### src/rtl/cla_seq_pkg.sv
// Shared types and helpers for the sequential carry-lookahead adder.
package cla_seq_pkg;

    // Controller states
    typedef enum logic [1:0] {
        IDLE = 2'd0,
        RUN  = 2'd1,
        DONE = 2'd2
    } state_e;

    // Step counter width for a given operand width (one step per nibble)
    function automatic int nib_w(input int width);
        return ((width / 4) > 1) ? $clog2(width / 4) : 1;
    endfunction

endpackage

### src/rtl/cla_seq_adder_cla4.sv
// 4-bit carry-lookahead slice shared by every nibble step of the adder.
module cla_seq_adder_cla4 (
    input  logic [3:0] a,
    input  logic [3:0] b,
    input  logic       ci,
    output logic [3:0] s,
    output logic       co
);

    logic [3:0] p_s;
    logic [3:0] g_s;
    logic [4:0] c_s;

    // Propagate/generate terms and flattened lookahead carries
    always_comb begin
        p_s    = a ^ b;
        g_s    = a & b;
        c_s[0] = ci;
        c_s[1] = g_s[0] | (p_s[0] & ci);
        c_s[2] = g_s[1] | (p_s[1] & g_s[0]) | (p_s[1] & p_s[0] & ci);
        c_s[3] = g_s[2] | (p_s[2] & g_s[1]) | (p_s[2] & p_s[1] & g_s[0])
               | (p_s[2] & p_s[1] & p_s[0] & ci);
        c_s[4] = g_s[3] | (p_s[3] & g_s[2]) | (p_s[3] & p_s[2] & g_s[1])
               | (p_s[3] & p_s[2] & p_s[1] & g_s[0])
               | (p_s[3] & p_s[2] & p_s[1] & p_s[0] & ci);
        s      = p_s ^ c_s[3:0];
        co     = c_s[4];
    end

endmodule

### src/rtl/cla_seq_adder.sv
// Multi-cycle WIDTH-bit adder: one 4-bit CLA slice time-shared over WIDTH/4
// steps, with a carry register linking the steps and valid/ready handshakes.
// Optional subtract mode and signed-overflow output: define CLA_SEQ_SUB_EN.
module cla_seq_adder
    import cla_seq_pkg::*;
#(
    parameter int WIDTH = 32
) (
    input  logic             clk,
    input  logic             rst_n,
    input  logic             in_valid,
    output logic             in_ready,
    input  logic [WIDTH-1:0] a,
    input  logic [WIDTH-1:0] b,
    input  logic             cin,
    input  logic             sub,
    output logic             out_valid,
    input  logic             out_ready,
    output logic [WIDTH-1:0] sum,
    output logic             cout,
    output logic             busy
`ifdef CLA_SEQ_SUB_EN
    ,
    output logic             ovf
`endif
);

    localparam int NIB   = WIDTH / 4;
    localparam int CNT_W = nib_w(WIDTH);
    localparam logic [CNT_W-1:0] CNT_LAST = CNT_W'(NIB - 1);

    state_e           state_r;
    state_e           state_s;
    logic [WIDTH-1:0] a_sh_r;
    logic [WIDTH-1:0] b_sh_r;
    logic [CNT_W-1:0] cnt_r;
    logic             carry_r;
    logic [WIDTH-1:0] sum_r;
    logic             cout_r;
    logic             in_ready_r;
    logic             out_valid_r;
    logic             busy_r;
    logic [WIDTH-1:0] b_load_s;
    logic             c_load_s;
    logic             accept_s;
    logic             step_s;
    logic             last_s;
    logic [3:0]       slice_s_s;
    logic             slice_co_s;

    // The single shared datapath slice
    cla_seq_adder_cla4 u_slice (
        .a  (a_sh_r[3:0]),
        .b  (b_sh_r[3:0]),
        .ci (carry_r),
        .s  (slice_s_s),
        .co (slice_co_s)
    );

`ifdef CLA_SEQ_SUB_EN
    logic ovf_r;
    logic msb_cin_s;

    // Subtract loads ~b with a forced carry-in of one
    always_comb begin
        if (sub) begin
            b_load_s = ~b;
            c_load_s = 1'b1;
        end else begin
            b_load_s = b;
            c_load_s = cin;
        end
        msb_cin_s = a_sh_r[3] ^ b_sh_r[3] ^ slice_s_s[3];
    end
`else
    logic unused_sub_s;
    assign unused_sub_s = sub;

    // Add-only build: operands pass straight through
    always_comb begin
        b_load_s = b;
        c_load_s = cin;
    end
`endif

    // Step qualifiers
    always_comb begin
        accept_s = (state_r == IDLE) && in_valid;
        step_s   = (state_r == RUN);
        last_s   = step_s && (cnt_r == CNT_LAST);
    end

    // Next-state logic
    always_comb begin
        state_s = state_r;
        case (state_r)
            IDLE:    state_s = in_valid ? RUN : IDLE;
            RUN:     state_s = (cnt_r == CNT_LAST) ? DONE : RUN;
            DONE:    state_s = out_ready ? IDLE : DONE;
            default: state_s = IDLE;
        endcase
    end

    // State register and registered handshake/status outputs
    always_ff @(posedge clk or negedge rst_n) begin
        if (!rst_n) begin
            state_r     <= IDLE;
            in_ready_r  <= 1'b1;
            out_valid_r <= 1'b0;
            busy_r      <= 1'b0;
        end else begin
            state_r     <= state_s;
            in_ready_r  <= (state_s == IDLE);
            out_valid_r <= (state_s == DONE);
            busy_r      <= (state_s != IDLE);
        end
    end

    // Operand load, nibble stepping and result capture
    always_ff @(posedge clk or negedge rst_n) begin
        if (!rst_n) begin
            a_sh_r  <= '0;
            b_sh_r  <= '0;
            cnt_r   <= '0;
            carry_r <= 1'b0;
            sum_r   <= '0;
            cout_r  <= 1'b0;
`ifdef CLA_SEQ_SUB_EN
            ovf_r   <= 1'b0;
`endif
        end else if (accept_s) begin
            a_sh_r  <= a;
            b_sh_r  <= b_load_s;
            carry_r <= c_load_s;
            cnt_r   <= '0;
        end else if (step_s) begin
            sum_r   <= {slice_s_s, sum_r[WIDTH-1:4]};
            carry_r <= slice_co_s;
            a_sh_r  <= {4'b0000, a_sh_r[WIDTH-1:4]};
            b_sh_r  <= {4'b0000, b_sh_r[WIDTH-1:4]};
            cnt_r   <= cnt_r + CNT_W'(1);
            if (last_s) begin
                cout_r <= slice_co_s;
`ifdef CLA_SEQ_SUB_EN
                ovf_r  <= msb_cin_s ^ slice_co_s;
`endif
            end else begin
                cout_r <= cout_r;
            end
        end else begin
            sum_r   <= sum_r;
            cout_r  <= cout_r;
        end
    end

    assign in_ready  = in_ready_r;
    assign out_valid = out_valid_r;
    assign busy      = busy_r;
    assign sum       = sum_r;
    assign cout      = cout_r;
`ifdef CLA_SEQ_SUB_EN
    assign ovf       = ovf_r;
`endif

endmodule
### config.mk
export PLATFORM = sky130hd
export DESIGN_NAME = cla_seq_adder
export DESIGN_NICKNAME = d
export VERILOG_FILES = /design/src/rtl/cla_seq_pkg.sv /design/src/rtl/cla_seq_adder_cla4.sv /design/src/rtl/cla_seq_adder.sv
export SDC_FILE = /design/constraint.sdc
export NUM_CORES = 1
export LEC_CHECK = 0
export ABC_AREA = 1
export CORE_ASPECT_RATIO = 1.5
export CORE_MARGIN = 3
export CORE_UTILIZATION = 46
export CTS_BUF_LIST = sky130_fd_sc_hd__clkbuf_2
export CTS_CLUSTER_SIZE = 24
export DETAILED_ROUTE_END_ITERATION = 12
export PLACE_DENSITY = 0.87
export REMOVE_ABC_BUFFERS = 1
export SETUP_SLACK_MARGIN = 0.02
export SKIP_LAST_GASP = 1
export SLEW_MARGIN = 15
export SYNTH_ARGS = -nofsm -noshare
export SYNTH_HDL_FRONTEND = slang
export SYNTH_SLANG_ARGS = --single-unit
### constraint.sdc
create_clock -name clk -period 1.4 [get_ports clk]
set_input_delay 0.21 -clock clk [delete_from_list [all_inputs] [get_ports clk]]
set_output_delay 0.21 -clock clk [all_outputs]
set_load 0.005 [all_outputs]
==> results of run 1 <==
[report_power, final]
group | internal [uW] | switching [uW] | total, uW
Combinational | 2940 | 3350 | 6300
Clock | 422 | 1040 | 1470
Sequential | 4410 | 569 | 4980
Total | 7780 | 4970 | 12700
[state kept, by name, summed over array words and instances (netlist names)]
| signal | flops |
|---|---|
| state_r | 2 |
| a_sh_r | 32 |
| busy | 1 |
| cout | 1 |
| sum | 32 |
| carry_r | 1 |
| cnt_r | 3 |
| b_sh_r | 32 |
| out_valid | 1 |
| in_ready | 1 |
[path summary, 6_finish.rpt]
kind	slack (ns)	cells past startpoint	to
worst max-delay path	-0.05	1	in_ready
worst min-delay path	0.03	2	sum[0]$_DFFE_PN0P_
worst max register to register	0.04	8	sum[31]$_DFFE_PN0P_
worst min register to register	0.51	1	cnt_r[0]$_DFFE_PN0P_
max in group asynchronous	0.48	3	a_sh_r[11]$_DFFE_PN0P_
min in group clk	0.12	3	a_sh_r[29]$_DFFE_PN0P_
[metal layers]
| metal | share of wire | GRT usage | wire length [um] | up-vias |
|---|---|---|---|---|
| li1 | - | - | - | 1815 |
| met2 | 0.53 | 0.344 | 5420 | 105 |
| met4 | 0.019 | 0.0835 | 193 | 0 |
| met1 | 0.40 | 0.234 | 4080 | 1799 |
| met5 | 0 | 0 | 0 | - |
| met3 | 0.045 | 0.0310 | 455 | 13 |
[synth_stat cells, types with 6 or more instances]
master,count
dfrtp_1,105
ha_1,6
inv_1,69
nand2_1,137
o221ai_1,38
o21ai_0,36
buf_2,16
a22oi_1,8
o211ai_1,8
nor2_1,6
buf_4,7
[stage by stage]
stage,setup WS (ns),cells,hold WS [ns],util
after floorplan,-1.51,438,-0.0856,-
after global placement,-0.0684,668,0.156,0.610
after detailed placement,-0.106,668,0.162,0.610
after CTS,-0.100,710,0.00237,0.626
after global routing,-0.121,726,0.0127,0.643
final,-0.0460,726,0.0329,0.643
[cell families after synthesis]
kind of cell | count (synthesis)
flip-flops | 106
XOR/XNOR | 1
AO/OA/AOI/OAI | 101
adder cells (fa/ha/maj) | 7
buffers and inverters | 97
AND/OR/NAND/NOR | 152
[cell type report]
type	instances	area (um2)
clock inverters	7	78.8
repair buffers	160	1380
fillers	778	3340
flip-flops and latches	106	2660
inverters	71	279
clock buffers	9	45.0
well taps	112	140
multi-input cells	261	1440
[repair_timing]
action                                 in CTS  in global routing
setup endpoints to repair                  51                122
endpoints found under the hold margin     105                  0
buffers inserted                           24                 16
hold buffers                                2                  0
gates resized for setup                   146                 12
pin swaps                                   2                  5
[placed cells by master (no fill, tap or decap), types with 4 or more instances in the layout]
cell             instances
buf_12                   7
nand2_1                136
o21ai_0                 35
buf_4                   45
o211ai_1                 8
a22oi_1                  8
clkdlybuf4s50_1         67
buf_2                   36
ha_1                     4
nor2_1                   5
dfrtp_1                104
o21ai_1                  4
clkbuf_2                 9
o221ai_1                38
inv_1                   69
==> results.md, run 1 <==
- First-pass GRT wire length: 17200 um
- HPWL Detailed: 7130 um
- Port-buffer cells: 104
- Max-Cap Viols: 0
- Hold crit path type: in2async
- P per Cell Area: 2120 nW/um2
- Total track usage: 0.195
- Clock Pin Slew Worst Setup and Hold Paths: 0.27 ns
- Crit-path slowest cell: dfstp_2
- CP Buf/Inv Count: 1
- Die area: 11000 um2
- Number of flops mapped to enable cells by yosys: 0
- Worst setup path startpoint: in_ready$_DFF_PN1_
- Final WL: 10100 um
- Drt wl/cell: 14.0 um
- Failing checks: setup timing
- CP Cell Sequence: buf_2
- Tightest Pin Transition: 0.390 ns
- Worst Skew: 0.0399 ns
- CORE AREA: 9360 um2
- WP data required: 1.19 ns
- Clk_lat worst skew: 0.60 ns
- Top-area cell type share of the netlist area: 0.585
- Adder-cell share of the synthesized area: 0.0212
- Power, Total: 12700 uW
- Synth Instances: 464
- Mean post-synth cell area: 9.68 um2
- Yosys reg bits: 106
- Status: finished with violations
- RSZ-0062 raised after global routing: yes
- Hold Fails Final Rpt: 0
- R2r startpoint: a_sh_r[1]$_DFFE_PN0P_
- Worst Slack Setup Final: -0.0460 ns
- Rel. slew slack: 0.740
- Initial DRC count: 160
- Sequential area share after synthesis: 0.591
- Design area: 6020 um2
- Final min period: 1.45 ns
- Mux cell area share after synthesis: 0
- Synth warn: 0
- FMAX: 692 MHz
- Clock buffer depth: 2
- Die height: 127 um
- Post-Syn Area: 4490 um2
- Endpoint class of the critical path: output pin
- H-Tree Level Count: 3
- Placed Area: 5710 um2
- Post-synthesis async set-or-reset flop share: 1.00
- Worst EP arrival: 1.24 ns
- Total gr overflow: 0
- Setup TNS: -0.0460 ns
- Nets@finish: 686
- Compound-Gate Fraction of Synth Area: 0.159
- Critical setup path kind: reg2out
- CP top delay family: flip-flops
- Yosys top cell by area: dfrtp_1
- Area contributors post-synth: dfrtp_1, nand2_1, o221ai_1
- Worst setup SP type: register
- Clk sinks: 106
- Largest net degree at the start of global routing: 44
- Netlist cell types: 27
- Row Count: 43
- Antenna fix cells: 0
- Via count: 3732
- Starting Density: 0.480
- Final Max Tran Viols: 0
- Number of antenna violations at the first check in global routing: 0
- Vias in the first global route: 3815
- I/O Pins: 106
- Antenna Nets Post-Route: 0
- Combinational family with the most area after synthesis: compound AO/OA/AOI/OAI gates
- Drt first pass iters: 4
- DR vias/cell: 5.14
- Post-Synth XOR/XNOR Area: 0.00195
- Worst vdd ir: 1110 uV
- Leakage: 0.00293 uW
- Area grow syn2layout: 34.1%
- Setup violators final: 1
- Tcrit/Tclk final: 1.03
- Synth Area in Simple Gates: 0.132
- Top FF cell, synth: dfrtp_1
- Slowest stage delay, CP: 0.57 ns
- Root buffer cell: clkbuf_2
- TritonCTS Buffers: 9
- CTS tree: yes
- Routability-driven placement congestion ratio: 0.791
- DR DRC count: 0
- CP max FO: 1
- Width of the die: 86.7 um
- Layout cells sized above 1: 0.195
(Power assumes the default switching activity.)
==> inputs of run 2 (changes only) <==
--- a/config.mk
+++ b/config.mk
@@ -9,7 +9,7 @@
 export CORE_ASPECT_RATIO = 1.5
 export CORE_MARGIN = 3
 export CORE_UTILIZATION = 46
-export CTS_BUF_LIST = sky130_fd_sc_hd__clkbuf_2
+export CTS_BUF_LIST = sky130_fd_sc_hd__clkbuf_8
 export CTS_CLUSTER_SIZE = 24
 export DETAILED_ROUTE_END_ITERATION = 12
 export PLACE_DENSITY = 0.87
==> constraint.sdc (replaced) <==
create_clock -name clk -period 1.4 [get_ports clk]
set_input_delay 0.28 -clock clk [delete_from_list [all_inputs] [get_ports clk]]
set_output_delay 0.28 -clock clk [all_outputs]
set_load 0.005 [all_outputs]
==> run 2 against run 1 <==
  * The run now ends clean
  * Count of clock-buffer cells in the layout increased by 2
  * Via count is 1.8% lower
  * Design area rose by 2.0%
  * Non-clock buffer count decreased by 19
  * Total power up 5.1%
  * Utilization rose by 1.3 points
  * Wire length decreased by 0.97%
  * Combinational power is essentially flat
  * First-iteration DRC count grew 1.9%
  * Critical path type is now reg2reg
==> results.md, run 2 (synthesized netlist as in run 1, its figures left out) <==
- Layout cells sized above 1: 0.114 (-0.0810)
- CTS tree: yes
- Worst setup SP type: register
- Tcrit/Tclk final: 0.988 (-0.0447)
- DP Worst Slack: -0.182 ns (-0.0765 ns)
- Starting Density: 0.480 (unchanged)
- Area grow syn2layout: 36.8%
- H-Tree Level Count: 3 (unchanged)
- RSZ-0062 raised after global routing: yes
- Rel. slew slack: 0.699 (-0.0412)
- Total track usage: 0.193 (-0.00208)
- Clk sinks: 106 (unchanged)
- FMAX: 723 MHz (+4.5%)
- Clock Pin Slew Worst Setup and Hold Paths: 0.09 ns (-0.18 ns)
- GRT Max-Usage Layer: met2
- WP data required: 1.67 ns (+0.48 ns)
- Sw Pwr: 4980 uW (+0.30%)
- Tightest Pin Transition: 0.452 ns (+0.0619 ns)
- Row Count: 43 (unchanged)
- Internal power: 8410 uW (+8.2%)
- Hold Fails Final Rpt: 0 (unchanged)
- Placed Area: 5710 um2 (unchanged)
- Endpoint class of the critical path: register
- Clk pwr share: 0.154 (+0.039)
- Critical setup path kind: reg2reg
- Die area: 11000 um2 (unchanged)
- Routability-driven placement congestion ratio: 0.778 (-1.5%)
- Antenna Nets Post-Route: 0 (unchanged)
- CORE AREA: 9360 um2 (unchanged)
- Root buffer cell: clkbuf_8
- Commonest cells after routing, fill and taps aside: nand2_1, dfrtp_1, inv_1
- Nets@finish: 667 (-2.8%)
- Max-Cap Viols: 0 (unchanged)
- Drt wl/cell: 14.2 um (+1.8%)
- CP max FO: 3 (+2)
- Port-buffer cells: 104 (unchanged)
- Design area: 6140 um2 (+2.0%)
- Total gr overflow: 0 (unchanged)
- Largest net degree at the start of global routing: 44 (unchanged)
- Worst vdd ir: 1210 uV (+8.8%)
- Setup violators final: 0 (-1)
- Clock buffer depth: 2 (unchanged)
- Drt first pass iters: 4 (unchanged)
- Initial DRC count: 163 (+1.9%)
- HPWL Detailed: 6920 um (-3.0%)
- Via count: 3666 (-1.8%)
- Worst Skew: 0.00470 ns (-0.0352 ns)
- Number of antenna violations at the first check in global routing: 0 (unchanged)
- Worst EP arrival: 1.66 ns (+0.42 ns)
- DR vias/cell: 5.19 (+1.0%)
- Die height: 127 um (unchanged)
- Met2 Track Usage GR: 0.343 (-0.000902)
- First-pass GRT wire length: 17000 um (-1.2%)
- Final min period: 1.38 ns (-0.0626 ns)
- Vias in the first global route: 3809 (-0.16%)
- Combinational share of power: 0.471 (-0.023)
- Sequential Power Share: 0.375 (-0.016)
- P per Cell Area: 2180 nW/um2 (+3.0%)
- Clk_lat worst skew: 0.37 ns (-0.23 ns)
- Worst Slack Setup Final: 0.0166 ns (+0.0626 ns)
- Final WL: 10100 um (-0.97%)
- Met1 Use GR: 0.226 (-0.00793)
- Commonest non-fill, non-tap cell in the layout: nand2_1
- DR DRC count: 0 (unchanged)
- Leakage: 0.00297 uW (+1.1%)
- I/O Pins: 106 (unchanged)
- Setup TNS: 0 ns (+0.0460 ns)
- Met3 Use GR: 0.0419 (+0.0110)
- Hold crit path type: in2async
- Antenna fix cells: 0 (unchanged)
- TritonCTS Buffers: 9 (unchanged)
- Status: finished clean
- Final Max Tran Viols: 0 (unchanged)
- Width of the die: 86.7 um (unchanged)
- Switching part of the total power: 0.372 (-0.0178)
[run 2: per-layer routing]
layer | part of all wire | vias up
li1 | - | 1777
met1 | 0.41 | 1779
met2 | 0.53 | 87
met3 | 0.044 | 23
met4 | 0.023 | 0
met5 | 0 | -
[run 2: per-stage QoR]
| step | utilization | hold slack (ns) | cells | total power, uW |
|---|---|---|---|---|
| 2_1_floorplan | - | -0.0156 | 438 | 8240 |
| 3_3_place_gp | 0.610 | 0.240 | 668 | 10500 |
| 3_5_place_dp | 0.610 | 0.254 | 668 | 10900 |
| 4_1_cts | 0.648 | 0.392 | 704 | 13100 |
| 5_1_grt | 0.656 | 0.399 | 706 | 14500 |
| 6_report | 0.656 | 0.383 | 706 | 13400 |
[run 2: area by class of cell]
cell class / count / area, um2
Clock buffer: 11 / 151
Sequential cell: 106 / 2660
Clock inverter: 4 / 67.6
Timing Repair Buffer: 141 / 1370
Multi-Input combinational cell: 261 / 1480
Inverter: 71 / 284
Fill cell: 778 / 3220
Tap cell: 112 / 140
[run 2: what timing repair did]
item / in CTS / in global routing
endpoints found under the setup margin: 51 / 86
gates resized for setup: 41 / 18
hold buffers: 1 / 0
setup buffers: 20 / 2
pin swaps: 3 / 6
hold endpoints to repair: 25 / 0
[run 2: critical path, stage by stage (launching register included)]
cell and delay (ns):
dfrtp_1 0.44, ha_4 0.26, or2_4 0.27, nand4_1 0.09, nand2_1 0.10, nand2_1 0.08, nand2_1 0.05
[run 2: worst paths after layout]
check | from | slack (ns) | cells past startpoint | end
setup / recovery | a_sh_r[1]$_DFFE_PN0P_ | 0.02 | 6 | carry_r$_DFFE_PN0P_
hold / removal | rst_n | 0.38 | 2 | sum[0]$_DFFE_PN0P_
setup reg to reg | a_sh_r[1]$_DFFE_PN0P_ | 0.02 | 6 | carry_r$_DFFE_PN0P_
hold reg to reg | sum[2]$_DFFE_PN0P_ | 0.49 | 2 | sum[2]$_DFFE_PN0P_
max in group asynchronous | rst_n | 0.50 | 3 | a_sh_r[28]$_DFFE_PN0P_
min in group clk | a[29] | 0.44 | 3 | a_sh_r[29]$_DFFE_PN0P_
[run 2: power by group through the flow]
stage / combinational, uW / sequential [uW] / clock [uW]
after floorplan: 3220 / 5020 / 0
after global placement: 5470 / 5050 / 0
after detailed placement: 5750 / 5120 / 0
after CTS: 5990 / 5000 / 2090
after global routing: 7110 / 5170 / 2210
final: 6310 / 5030 / 2060
==> inputs of run 3 (changes only) <==
--- a/config.mk
+++ b/config.mk
@@ -8,15 +8,14 @@
 export ABC_AREA = 1
 export CORE_ASPECT_RATIO = 1.5
 export CORE_MARGIN = 3
-export CORE_UTILIZATION = 46
+export CORE_UTILIZATION = 51
 export CTS_BUF_LIST = sky130_fd_sc_hd__clkbuf_8
 export CTS_CLUSTER_SIZE = 24
 export DETAILED_ROUTE_END_ITERATION = 12
-export PLACE_DENSITY = 0.87
+export PLACE_DENSITY = 0.91
 export REMOVE_ABC_BUFFERS = 1
 export SETUP_SLACK_MARGIN = 0.02
 export SKIP_LAST_GASP = 1
-export SLEW_MARGIN = 15
 export SYNTH_ARGS = -nofsm -noshare
 export SYNTH_HDL_FRONTEND = slang
 export SYNTH_SLANG_ARGS = --single-unit
==> constraint.sdc (replaced) <==
create_clock -name clk -period 1.48 [get_ports clk]
set_input_delay 0.296 -clock clk [delete_from_list [all_inputs] [get_ports clk]]
set_output_delay 0.296 -clock clk [all_outputs]
set_load 0.005 [all_outputs]
==> run 3 against run 2 <==
  * Sequential share of layout area increased by 0.44 points
  * Clock skew is 0.0082 ns higher
  * Die area decreased by 9.2%
  * Combinational power fell by 9.0%
  * Register-to-register slack improved by 0.07 ns
  * Utilization grew 5.8 points
  * Total power is 7.4% lower
  * Worst hold slack worse by 0.084 ns
  * Flip-flop and latch count stayed put
  * Critical path type is now reg2out
  * Largest cell class unchanged
  * Largest power group unchanged
==> results.md, run 3 (synthesized netlist as in run 1, its figures left out) <==
- Number of antenna violations at the first check in global routing: 0 (unchanged)
- Total track usage: 0.215 (+0.0217)
- Endpoint class of the critical path: output pin
- DR DRC count: 0 (unchanged)
- R2R setup slack: 0.09 ns (+0.07 ns)
- CTS tree: yes
- FMAX: 710 MHz
- Worst vdd ir: 979 uV (-19%)
- Tcrit/Tclk final: 0.951
- Row Count: 41 (-4.7%)
- Clk_lat worst skew: 0.38 ns (about the same)
- Port-buffer cells: 104 (unchanged)
- Worst setup SP type: register
- Starting Density: 0.527 (+0.0476)
- Total gr overflow: 0 (unchanged)
- CORE AREA: 8520 um2 (-9.0%)
- Clock buffer depth: 2 (unchanged)
- Nets@finish: 665 (-0.30%)
- Commonest cells after routing, fill and taps aside: nand2_1, dfrtp_1, inv_1
- Switching part of the total power: 0.371 (-0.000495)
- Status: finished clean
- DR vias/cell: 5.28 (+1.6%)
- CP max FO: 1 (-2)
- Crit-path slowest cell: dfstp_2
- Leakage: 0.00295 uW (-0.53%)
- Final min period: 1.41 ns
- Largest net degree at the start of global routing: 44 (unchanged)
- CP Buf/Inv Count: 1 (+1)
- Combinational share of power: 0.462 (-0.009)
- Worst r2r dst: sum[31]$_DFFE_PN0P_
- Vias in the first global route: 3755 (-1.4%)
- Commonest non-fill, non-tap cell in the layout: nand2_1
- R2r startpoint: a_sh_r[2]$_DFFE_PN0P_
- Area grow syn2layout: 35.4%
- Worst Skew: 0.0129 ns (+0.00818 ns)
- Hold Fails Final Rpt: 0 (unchanged)
- Hold crit path type: in2async
- CP Cell Sequence: dlygate4sd2_1
- Clk pwr share: 0.156 (+0.002)
- RSZ-0062 raised after global routing: yes
- Die area: 9990 um2 (-9.2%)
- Final Max Tran Viols: 0 (unchanged)
- Worst reg2reg path depth: 7 (+1)
- Final WL: 9980 um (-0.75%)
- TritonCTS Buffers: 9 (unchanged)
- Drt wl/cell: 14.3 um (+0.10%)
- I/O Pins: 106 (unchanged)
- P per Cell Area: 2040 nW/um2 (-6.4%)
- Die height: 121 um (-4.8%)
- CP top delay family: flip-flops
- Setup TNS: 0 ns (unchanged)
- Sequential Power Share: 0.381 (+0.006)
- Antenna fix cells: 0 (unchanged)
- First-pass GRT wire length: 16500 um (-2.5%)
- Routability-driven placement congestion ratio: 0.874 (+12%)
- Sw Pwr: 4610 uW (-7.5%)
- H-Tree Level Count: 3 (unchanged)
- Root buffer cell: clkbuf_8
- Via count: 3694 (+0.76%)
- Setup violators final: 0 (unchanged)
- WP data required: 1.18 ns (-0.49 ns)
- Width of the die: 82.6 um (-4.7%)
- Worst EP arrival: 1.11 ns (-0.55 ns)
- Drt first pass iters: 5 (+1)
- Antenna Nets Post-Route: 0 (unchanged)
- Max-Cap Viols: 0 (unchanged)
- Rel. slew slack: 0.815 (+0.117)
- Final core utilization: 0.714 (+0.0575)
- Internal power: 7800 uW (-7.3%)
- Layout cells sized above 1: 0.101 (-0.0133)
- Clk sinks: 106 (unchanged)
- HPWL Detailed: 7020 um (+1.5%)
- Initial DRC count: 176 (+8.0%)
- Tightest Pin Transition: 0.277 ns (-0.175 ns)
- Clock Pin Slew Worst Setup and Hold Paths: 0.10 ns (about the same)
- Slowest stage delay, CP: 0.52 ns (+0.08 ns)
- Critical setup path kind: reg2out
==> run 3: changes by cell type in the layout (fill, tap and decap cells not counted), sizes merged <==
cell	delta
buf	-2
clkinv	+1
dlygate4sd2	+1
clkbuf	-2
clkinvlp	+1
==> run 3: power groups by stage <==
stage	Combinational, uW	Sequential (uW)	Clock [uW]
3_3_place_gp	5250	4770	0
3_5_place_dp	5540	4850	0
6_report	5740	4730	1940
5_1_grt	6480	4850	2060
4_1_cts	5690	4720	1960
2_1_floorplan	3050	4750	0
==> run 3: metrics by stage <==
stage	cells	area [um2]	power, uW	worst slack (ns)	hold WS, ns
after detailed placement	662	5720	10400	-0.0691	0.158
after floorplan	438	4330	7790	-1.43	0.000409
after global routing	700	6080	13400	-0.0199	0.308
after CTS	700	6070	12400	0.0325	0.284
after global placement	662	5720	10000	-0.0369	0.155
final	700	6080	12400	0.0723	0.299
==> run 3: final cells by class <==
cell class | instances | area (um2)
clock buffers | 10 | 138
clock inverters | 6 | 81.3
fillers | 636 | 2440
inverters | 71 | 274
multi-input cells | 261 | 1430
flip-flops and latches | 106 | 2650
well taps | 107 | 134
repair buffers | 139 | 1370
==> run 3: repair_timing <==
item | CTS | global route
endpoints found under the setup margin | 53 | 42
gates cloned | 0 | 0
setup buffers | 21 | 0
gates resized for setup | 37 | 4
hold endpoints to repair | 11 | 0
hold buffers | 1 | 0
==> run 3: metal layers <==
| metal | share of wire | vias to the layer above | track usage | wire, um |
|---|---|---|---|---|
| li1 | - | 1768 | - | - |
| met1 | 0.39 | 1775 | 0.249 | 3880 |
| met2 | 0.54 | 132 | 0.383 | 5360 |
| met3 | 0.050 | 19 | 0.0357 | 503 |
| met4 | 0.023 | 0 | 0.0900 | 226 |
| met5 | 0 | - | 0 | 0 |
==> run 3: worst max-delay path by stage <==
stage | start | to | slack, ns | cells after the start
floorplan | state_r[0]$_DFF_PN0_ | a_sh_r[31]$_DFFE_PN0P_ | -1.43 | 4
global placement | in_valid | cnt_r[1]$_DFFE_PN0P_ | -0.04 | 5
detailed placement | in_valid | carry_r$_DFFE_PN0P_ | -0.07 | 8
CTS | state_r[1]$_DFF_PN0_ | carry_r$_DFFE_PN0P_ | 0.03 | 7
global route | a_sh_r[2]$_DFFE_PN0P_ | sum[31]$_DFFE_PN0P_ | -0.02 | 7
finish | in_ready$_DFF_PN1_ | in_ready | 0.07 | 1
